--- src/rtl/wb_pkg.sv ---
// Shared definitions for the write-back stage: load types, FSM states, IO window base.
package wb_pkg;

  // Load type encodings carried down the pipeline with each load
  localparam logic [2:0] LD_W  = 3'd0;
  localparam logic [2:0] LD_B  = 3'd1;
  localparam logic [2:0] LD_BU = 3'd2;
  localparam logic [2:0] LD_H  = 3'd3;
  localparam logic [2:0] LD_HU = 3'd4;

  // Write-back controller states
  typedef enum logic {
    S_IDLE    = 1'b0,
    S_WAIT_IO = 1'b1
  } wb_state_t;

  // Base of the IO window; the MEM stage compares against this to raise mem_is_io
  localparam logic [31:0] IO_BASE = 32'hFFFFFC00;

endpackage

--- src/rtl/wb_load_align.sv ---
// Combinational load aligner: picks the addressed byte/half and sign- or zero-extends it.
module wb_load_align
  import wb_pkg::*;
(
  input  logic [31:0] i_word,
  input  logic [2:0]  i_ldtype,
  input  logic [1:0]  i_addr_lo,
  output logic [31:0] o_result
);

  logic [7:0]  w_byte;
  logic [15:0] w_half;

  // Select the addressed byte and half; addr_lo[0] is irrelevant for halves
  always_comb begin
    w_byte = i_word[7:0];
    case (i_addr_lo)
      2'd0: w_byte = i_word[7:0];
      2'd1: w_byte = i_word[15:8];
      2'd2: w_byte = i_word[23:16];
      2'd3: w_byte = i_word[31:24];
      default: w_byte = i_word[7:0];
    endcase
    w_half = i_addr_lo[1] ? i_word[31:16] : i_word[15:0];
  end

  // Extend according to load type; unknown encodings behave like a word load
  always_comb begin
    o_result = i_word;
    case (i_ldtype)
      LD_B:    o_result = {{24{w_byte[7]}}, w_byte};
      LD_BU:   o_result = {24'd0, w_byte};
      LD_H:    o_result = {{16{w_half[15]}}, w_half};
      LD_HU:   o_result = {16'd0, w_half};
      default: o_result = i_word;
    endcase
  end

endmodule

--- src/rtl/wb_writeback.sv ---
// Write-back stage: registers MEM results onto the register-file write port and runs
// IO-space loads through a req/ack handshake, stalling upstream until ack or timeout.
module wb_writeback
  import wb_pkg::*;
#(
  parameter int IO_TIMEOUT = 64
) (
  input  logic        clock,
  input  logic        reset,
  input  logic        mem_valid,
  input  logic        mem_regwrite,
  input  logic        mem_memtoreg,
  input  logic        mem_is_io,
  input  logic [2:0]  mem_ldtype,
  input  logic [1:0]  mem_addr_lo,
  input  logic [4:0]  mem_waddr,
  input  logic [31:0] mem_alu_result,
  input  logic [31:0] mem_rdata,
  output logic        io_req,
  input  logic        io_ack,
  input  logic [31:0] io_rdata,
  output logic        wb_stall,
  output logic        RegWrite,
  output logic [4:0]  Waddr,
  output logic [31:0] Wdata,
  output logic        io_timeout
);

  localparam int TW = $clog2(IO_TIMEOUT + 1);
  localparam logic [TW-1:0] TIMER_LAST = TW'(IO_TIMEOUT - 1);

  wb_state_t   r_state;
  logic [TW-1:0] r_timer;
  logic [4:0]  r_io_waddr;
  logic [2:0]  r_io_ldtype;
  logic [1:0]  r_io_addr_lo;
  logic        r_io_regwrite;
  logic        r_regwrite;
  logic [4:0]  r_waddr;
  logic [31:0] r_wdata;
  logic        r_io_timeout;

  logic        w_waiting;
  logic [31:0] w_align_word;
  logic [2:0]  w_align_ldtype;
  logic [1:0]  w_align_addr_lo;
  logic [31:0] w_aligned;

  // While waiting on IO the single aligner works on the IO word with the latched load info
  always_comb begin
    w_waiting       = (r_state == S_WAIT_IO);
    w_align_word    = w_waiting ? io_rdata     : mem_rdata;
    w_align_ldtype  = w_waiting ? r_io_ldtype  : mem_ldtype;
    w_align_addr_lo = w_waiting ? r_io_addr_lo : mem_addr_lo;
  end

  wb_load_align u_align (
    .i_word    (w_align_word),
    .i_ldtype  (w_align_ldtype),
    .i_addr_lo (w_align_addr_lo),
    .o_result  (w_aligned)
  );

  // Write-back FSM: direct writes from IDLE, IO loads wait for ack or abort on timeout
  always_ff @(posedge clock) begin
    if (reset) begin
      r_state       <= S_IDLE;
      r_timer       <= '0;
      r_io_waddr    <= 5'd0;
      r_io_ldtype   <= LD_W;
      r_io_addr_lo  <= 2'd0;
      r_io_regwrite <= 1'b0;
      r_regwrite    <= 1'b0;
      r_waddr       <= 5'd0;
      r_wdata       <= 32'd0;
      r_io_timeout  <= 1'b0;
    end else begin
      r_io_timeout <= 1'b0;
      case (r_state)
        S_IDLE: begin
          if (mem_valid) begin
            if (mem_memtoreg && mem_is_io) begin
              r_io_waddr    <= mem_waddr;
              r_io_ldtype   <= mem_ldtype;
              r_io_addr_lo  <= mem_addr_lo;
              r_io_regwrite <= mem_regwrite;
              r_regwrite    <= 1'b0;
              r_timer       <= '0;
              r_state       <= S_WAIT_IO;
            end else begin
              r_regwrite <= mem_regwrite && (mem_waddr != 5'd0);
              r_waddr    <= mem_waddr;
              r_wdata    <= mem_memtoreg ? w_aligned : mem_alu_result;
            end
          end else begin
            r_regwrite <= 1'b0;
          end
        end
        S_WAIT_IO: begin
          if (io_ack) begin
            r_regwrite <= r_io_regwrite && (r_io_waddr != 5'd0);
            r_waddr    <= r_io_waddr;
            r_wdata    <= w_aligned;
            r_state    <= S_IDLE;
          end else if (r_timer == TIMER_LAST) begin
            r_regwrite   <= 1'b0;
            r_io_timeout <= 1'b1;
            r_state      <= S_IDLE;
          end else begin
            r_timer <= r_timer + 1'b1;
          end
        end
      endcase
    end
  end

  assign io_req     = w_waiting;
  assign wb_stall   = w_waiting;
  assign RegWrite   = r_regwrite;
  assign Waddr      = r_waddr;
  assign Wdata      = r_wdata;
  assign io_timeout = r_io_timeout;

endmodule

--- config.mk ---
export PLATFORM = sky130hd
export DESIGN_NAME = wb_writeback
export DESIGN_NICKNAME = d
export VERILOG_FILES = /design/src/rtl/wb_pkg.sv /design/src/rtl/wb_load_align.sv /design/src/rtl/wb_writeback.sv
export SDC_FILE = /design/constraint.sdc
export NUM_CORES = 1
export LEC_CHECK = 0
export CAP_MARGIN = 20
export CORE_ASPECT_RATIO = 0.75
export CORE_MARGIN = 2
export CORE_UTILIZATION = 25
export CTS_CLUSTER_SIZE = 8
export DETAILED_ROUTE_END_ITERATION = 10
export PLACE_DENSITY_LB_ADDON = 0.08
export SLEW_MARGIN = 10
export SYNTH_ARGS = -nofsm -noshare
export SYNTH_HDL_FRONTEND = slang
export SYNTH_SLANG_ARGS = --single-unit
export TNS_END_PERCENT = 50
--- constraint.sdc ---
create_clock -name clock -period 5.29 [get_ports clock]
set_input_delay 1.3225 -clock clock [delete_from_list [all_inputs] [get_ports clock]]
set_output_delay 1.3225 -clock clock [all_outputs]
set_load 0.1 [all_outputs]
==> results of run 1 <==
[cells in the final DEF, fill, tap and decap left out, drive strengths merged, types with 5 or more instances in the layout]
cell type / Yosys / final
clkdlybuf4s50: 0 / 152
nand2: 76 / 76
dfxtp: 58 / 58
o21ai: 50 / 50
mux2: 34 / 34
nor2: 32 / 32
a21oi: 31 / 31
a221oi: 21 / 21
mux2i: 20 / 20
clkbuf: 18 / 11
a211oi: 10 / 10
nor3: 9 / 9
a21boi: 9 / 9
a22oi: 9 / 9
nand3: 7 / 7
xor2: 7 / 7
buf: 18 / 6
nor2b: 5 / 5
inv: 5 / 5
o2111ai: 5 / 5
[worst paths after layout]
kind	start	end	slack (ns)	cells after the start
max	io_req	wb_stall	1.47	1
min	Wdata[13]	Wdata[13]	0.45	2
max reg2reg	io_req	Wdata[30]	2.04	5
min reg2reg	Wdata[13]	Wdata[13]	0.45	2
[cells by family (layout without fill, tap and decap cells)]
| group | count (synthesis) | after routing |
|---|---|---|
| AO/OA/AOI/OAI | 161 | 161 |
| flip-flops | 58 | 58 |
| XOR/XNOR | 9 | 9 |
| AND/OR/NAND/NOR | 153 | 153 |
| buffers and inverters | 41 | 179 |
| adder cells (fa/ha/maj) | 1 | 1 |
| multiplexers | 54 | 54 |
[stage by stage]
stage / utilization / power (W)
floorplan: - / 0.0008687
global placement: 0.3632 / 0.001069
detailed placement: 0.3632 / 0.001072
CTS: 0.3827 / 0.001662
global route: 0.3829 / 0.001721
finish: 0.3829 / 0.001649
[power by group through the flow]
stage	clock network (W)	registers, W	logic (W)
floorplan	0	0.000679	0.000190
global placement	0	0.000500	0.000569
detailed placement	0	0.000501	0.000571
CTS	0.000597	0.000492	0.000573
global route	0.000622	0.000495	0.000604
finish	0.000584	0.000492	0.000573
[flip-flops by register name, indices dropped and copies added, names as in the netlist]
register / count
RegWrite: 1
Waddr: 5
Wdata: 32
io_req: 1
io_timeout: 1
r_io_addr_lo: 2
r_io_ldtype: 3
r_io_regwrite: 1
r_io_waddr: 5
r_timer: 7
[routing by layer]
layer  GRT usage  up-vias  share of wire
met2      0.2645      144           0.44
li1            -     2039              -
met3     0.03862       14          0.059
met4     0.05016        0          0.014
met5           0        -              0
met1      0.2646     2006           0.49
[cell type report]
type                       count  area (µm²)
tap                          205       256.5
timing repair buffer         158        1564
multi-input combinational    378        2531
inverter                       5       18.77
clock buffer                  11       242.7
clock inverter                 5       53.80
sequential                    58        1162
fill                        1584        9395
[tightest hold or removal path, cell delays in order, from the launching register on]
cell and delay, ns:
dfxtp_1 0.31, nand2_1 0.05, nand2_1 0.04
==> out/metrics.cfg, run 1 <==
[global_route]
grt_util_all_layers=0.1800
antenna_found_initial=0
grt_start_max_net_pins=46
grt_pass1_wl_um=23310
grt_overflow=0
grt_pass1_vias=3977

[final_layout]
finalNetCount=724
antenna_cells=0
postLayoutCellArea_um2=5829
drive_above_1_share=0.1268
fin_cells=820
area_delta_synth_final_pct=49.52

[synth]
yosys.cell_count.top_type=nand2_1
ys.warnings.count=0
synth_edf_count=0
synth-adder-area-share=0.003209
synth_area_leaders=dfxtp_1 (30%), mux2_2 (9.2%), nand2_1 (7.3%)
synthFlopType=dfxtp_1
netlist_area_um2=3899
synth-compound-area-share=0.2914
post-synth-top-area-cell=dfxtp_1
synth_commonest_cells=nand2_1 (76), dfxtp_1 (58), o21ai_0 (46), mux2_2 (32), nor2_1 (31)
yosysSeqAreaShare=0.2978
synth_cell_types=60
synth_top_area_frac=0.2978
yosys.area_share.simple=0.1775
synth_top_family_by_area=compound AO/OA/AOI/OAI gates
async_reset_ff_frac=0
avgSynthCellArea_um2=8.173
synth_nets=591
ys_seq_elements=58
synthCells=477
synth_xor_xnor_area_share=0.02214
synth.area.mux_share=0.1544

[cts]
postCtsHoldBufs=0
cts_root_buffer=clkbuf_16
cts_buffer_depth=2
cts_inserted_buffers=9
cts_setup_buffers=0
cts_tree=done
ctsResizeCount=0
htree_levels=3
path_clk_slew_ns=0.05
insertion_delay_ns=0.33
clock-sinks=58

[place]
place_ws_ns=1.321
routabilityCongestion=0.8847
place_area_um2=5530
dp_cells=804
port_buffers=153
dp_hpwl_um=11730

[setup_path]
cpPeakStageDelay_ns=1.28
path_class=flip-flop to primary output
critPathRequiredTime_ns=3.97
arrival_ns=2.49
endpoint_kind=primary output
crit_chain=clkdlybuf4s50_1
crit_fanout=35
cp_slowest_cell=clkdlybuf4s50_1
crit_family=buffers and inverters
critPathLaunchType=flip-flop
crit_buf_inv=1

[power_and_ir_drop]
ir_drop_mv=0.1325
power_per_cell_area_nw_per_um2=282.9
p_leak_nw=2.004
p_sw_w=0.0006058
pwr-share-clk=0.354
swShare=0.3673
internal_power_w=0.001043
seqPwrFrac=0.298
power_frac_comb=0.348

[timing]
worstMarginPinSlew_ns=1.025
worst_hold_slack_ns=0.4467
slew_headroom=0.3144
fmax_ghz=0.2621
rsz0062_at_grt=false
fin_crit_sh=0.7212
skew_ns=0.005941
setup_violations=0
maxSlewViolCount=0
hold_viol=0
setup_slack_ns=1.475
timing.setup.tns_ns=0
period_minus_slack_ns=3.815

[floorplanning]
rows=39
die_y_um=112.2
dieWidth_um=148.2
start_util=0.2561
dieArea_um2=16620
core_um2=15220
io_pins=154

[flow_run]
cap_violations=0

[route]
dr.pass1.iters=4
wirelength_um=15300
via_per_inst=5.126
drt.antenna.violating_nets=0
drtIter0Drc=226
num_vias=4203
drc=0
wl_per_cell_um=18.66

[outcome]
status=completed

[min_path]
hold_class=flip-flop to flip-flop

Note: power is estimated with default switching activity, not from simulation.
==> inputs of run 2 (changes only) <==
clock period = 3.3 ns   (was 5.29 ns; I/O delays follow)
==> run 2 against run 1 <==
  * Clock-buffer cell count is 1 lower
  * Wire length grew 1.0%
  * Clock skew increased by 0.0023 ns
  * Core utilization is 0.34 points higher
  * Clock power rose by 78%
  * Design area increased by 0.88%
  * Largest power group unchanged
  * Combinational power increased by 62%
  * Die area unchanged
  * Sequential power rose by 60%
  * Final cell count up 1.8%
  * Register-to-register slack worse by 1.3 ns
  * Largest cell class unchanged
  * Via count grew 0.71%
==> out/metrics.cfg, run 2 (synthesis results as in run 1) <==
[route]
num_vias=4233  ; +0.71%
drt.antenna.violating_nets=0  ; unchanged
wirelength_um=15460  ; +1.0%
wl_per_cell_um=18.51  ; -0.78%
drc=0  ; unchanged
drtIter0Drc=298  ; +32%
dr.pass1.iters=5  ; +1
via_per_inst=5.069  ; -1.1%

[cts]
cts_buffer_depth=2  ; unchanged
clock-sinks=58  ; unchanged
cts_tree=done
cts_root_buffer=clkbuf_16
ctsResizeCount=0  ; unchanged
cts_setup_buffers=0  ; unchanged
insertion_delay_ns=0.34  ; about the same
htree_levels=3  ; unchanged
path_clk_slew_ns=0.06  ; about the same
postCtsHoldBufs=0  ; unchanged
cts_inserted_buffers=9  ; unchanged

[timing]
maxSlewViolCount=0  ; unchanged
fin_crit_sh=0.8276
period_minus_slack_ns=2.731
slew_headroom=0.4995  ; +0.1851
setup_slack_ns=0.5690  ; -0.9055 ns
timing.setup.tns_ns=0  ; unchanged
skew_ns=0.008229  ; +0.002289 ns
hold_viol=0  ; unchanged
fmax_ghz=0.3662
rsz0062_at_grt=false
setup_violations=0  ; unchanged
worstMarginPinSlew_ns=0.7480  ; -0.2772 ns

[global_route]
grt_start_max_net_pins=34  ; -26%
grt_pass1_vias=4026  ; +1.2%
grt_util_all_layers=0.1829  ; +0.002884
antenna_found_initial=0  ; unchanged
grt_overflow=0  ; unchanged
grt_pass1_wl_um=23360  ; +0.24%

[min_path]
holdPathStages=2  ; unchanged
hold_start=Wdata[13]
whs_endpoint=Wdata[13]
hold_class=flip-flop to flip-flop

[final_layout]
fin_cells=835  ; +1.8%
area_delta_synth_final_pct=50.83
antenna_cells=0  ; unchanged
layout.cells.most_common_list=clkdlybuf4s50_1 (111), nand2_1 (76), buf_4 (60)
drive_above_1_share=0.2127  ; +0.08587
finalNetCount=739  ; +2.1%
largest_reg_flops=32  ; unchanged
layout_commonest_cell=clkdlybuf4s50_1
num-fill-cells=1569  ; -0.95%

[floorplanning]
rows=39  ; unchanged
core_um2=15220  ; unchanged
start_util=0.2561  ; unchanged
dieArea_um2=16620  ; unchanged
dieWidth_um=148.2  ; unchanged
die_y_um=112.2  ; unchanged
io_pins=154  ; unchanged

[setup_path]
arrival_ns=2.98  ; +0.49 ns
cpPeakStageDelay_ns=0.58  ; -0.70 ns
worst-r2r-setup-slack_ns=0.70  ; -1.34 ns
crit_chain=clkdlybuf4s50_1 -> nor3b_1 -> a31oi_1 -> o31ai_1 -> a21oi_1 -> a211oi_2 -> nor4_2
path_class=input pin to flip-flop
cp_slowest_cell=clkdlybuf4s50_1
crit_fanout=6  ; -83%
critPathRequiredTime_ns=3.55  ; -0.42 ns
ff2ff_path_depth=6  ; +1
r2r-start=io_req
rr_endpoint=Wdata[5]
endpoint_kind=flip-flop
critPathLaunch=mem_ldtype[2]
critPathLaunchType=input pin

[place]
dp_hpwl_um=12260  ; +4.5%
routabilityCongestion=0.8512  ; -3.8%
dp_cells=819  ; +1.9%
place_ws_ns=0.2510  ; -1.070 ns
port_buffers=153  ; unchanged

[outcome]
status=completed

[power_and_ir_drop]
power_per_cell_area_nw_per_um2=467.6  ; +65%
ir_drop_mv=0.2212  ; +67%
p_leak_nw=2.157  ; +7.6%

[flow_run]
cap_violations=0  ; unchanged

run 2: cell types whose count changed in the layout (fill, tap and decap cells not counted), moves of 2 or more:
cell	change
clkinv_2	-2
clkinvlp_4	+2
buf_4	+55
clkdlybuf4s50_1	-41
run 2: where the power goes:
group	leakage (nW)	total (W)	switching [W]	internal (W)
registers	0.475	0.000785	0.0000360	0.000749
clock network	0.155	0.00104	0.000354	0.000682
logic	1.53	0.000929	0.000606	0.000323
run 2: routing by layer:
| layer | track usage | part of all wire | up-vias |
|---|---|---|---|
| met2 | 0.2704 | 0.43 | 145 |
| li1 | - | - | 2069 |
| met5 | 0 | 0 | - |
| met4 | 0.04444 | 0.012 | 0 |
| met1 | 0.2660 | 0.49 | 2004 |
| met3 | 0.04553 | 0.073 | 15 |
run 2: final cells by class:
| cell class | instances | area, µm² | share of cell area |
|---|---|---|---|
| inverters | 5 | 18.77 | 0.003191 |
| repair buffers | 173 | 1587 | 0.2698 |
| well taps | 205 | 256.5 | 0.04362 |
| multi-input cells | 378 | 2529 | 0.4300 |
| clock buffers | 10 | 239.0 | 0.04064 |
| clock inverters | 6 | 88.84 | 0.01511 |
| flip-flops and latches | 58 | 1162 | 0.1977 |
run 2: per-stage QoR:
stage | power [W] | utilization | instance area, µm² | hold slack (ns)
2_1_floorplan | 0.001392 | - | 3899 | 0.4368
3_3_place_gp | 0.001726 | 0.3647 | 5553 | 0.4369
3_5_place_dp | 0.001726 | 0.3647 | 5553 | 0.4433
4_1_cts | 0.002775 | 0.3863 | 5881 | 0.4555
5_1_grt | 0.002850 | 0.3863 | 5881 | 0.4772
6_report | 0.002750 | 0.3863 | 5881 | 0.4520
run 2: worst max-delay path by stage:
| stage | end | slack, ns | depth (start not counted) |
|---|---|---|---|
| final | Wdata[14] | 0.57 | 7 |
| after CTS | Wdata[14] | 0.60 | 7 |
| after detailed placement | Wdata[14] | 0.25 | 7 |
| after floorplan | Wdata[2] | 0.64 | 7 |
| after global routing | Wdata[14] | 0.33 | 7 |
| after global placement | Wdata[14] | 0.28 | 7 |
run 2: critical path, delay by kind of cell:
kind / cells / cell delay (ns)
AOI/OAI and AO/OA: 4 / 1.23
buffers and inverters: 1 / 0.58
and+or+nand+nor: 2 / 0.35
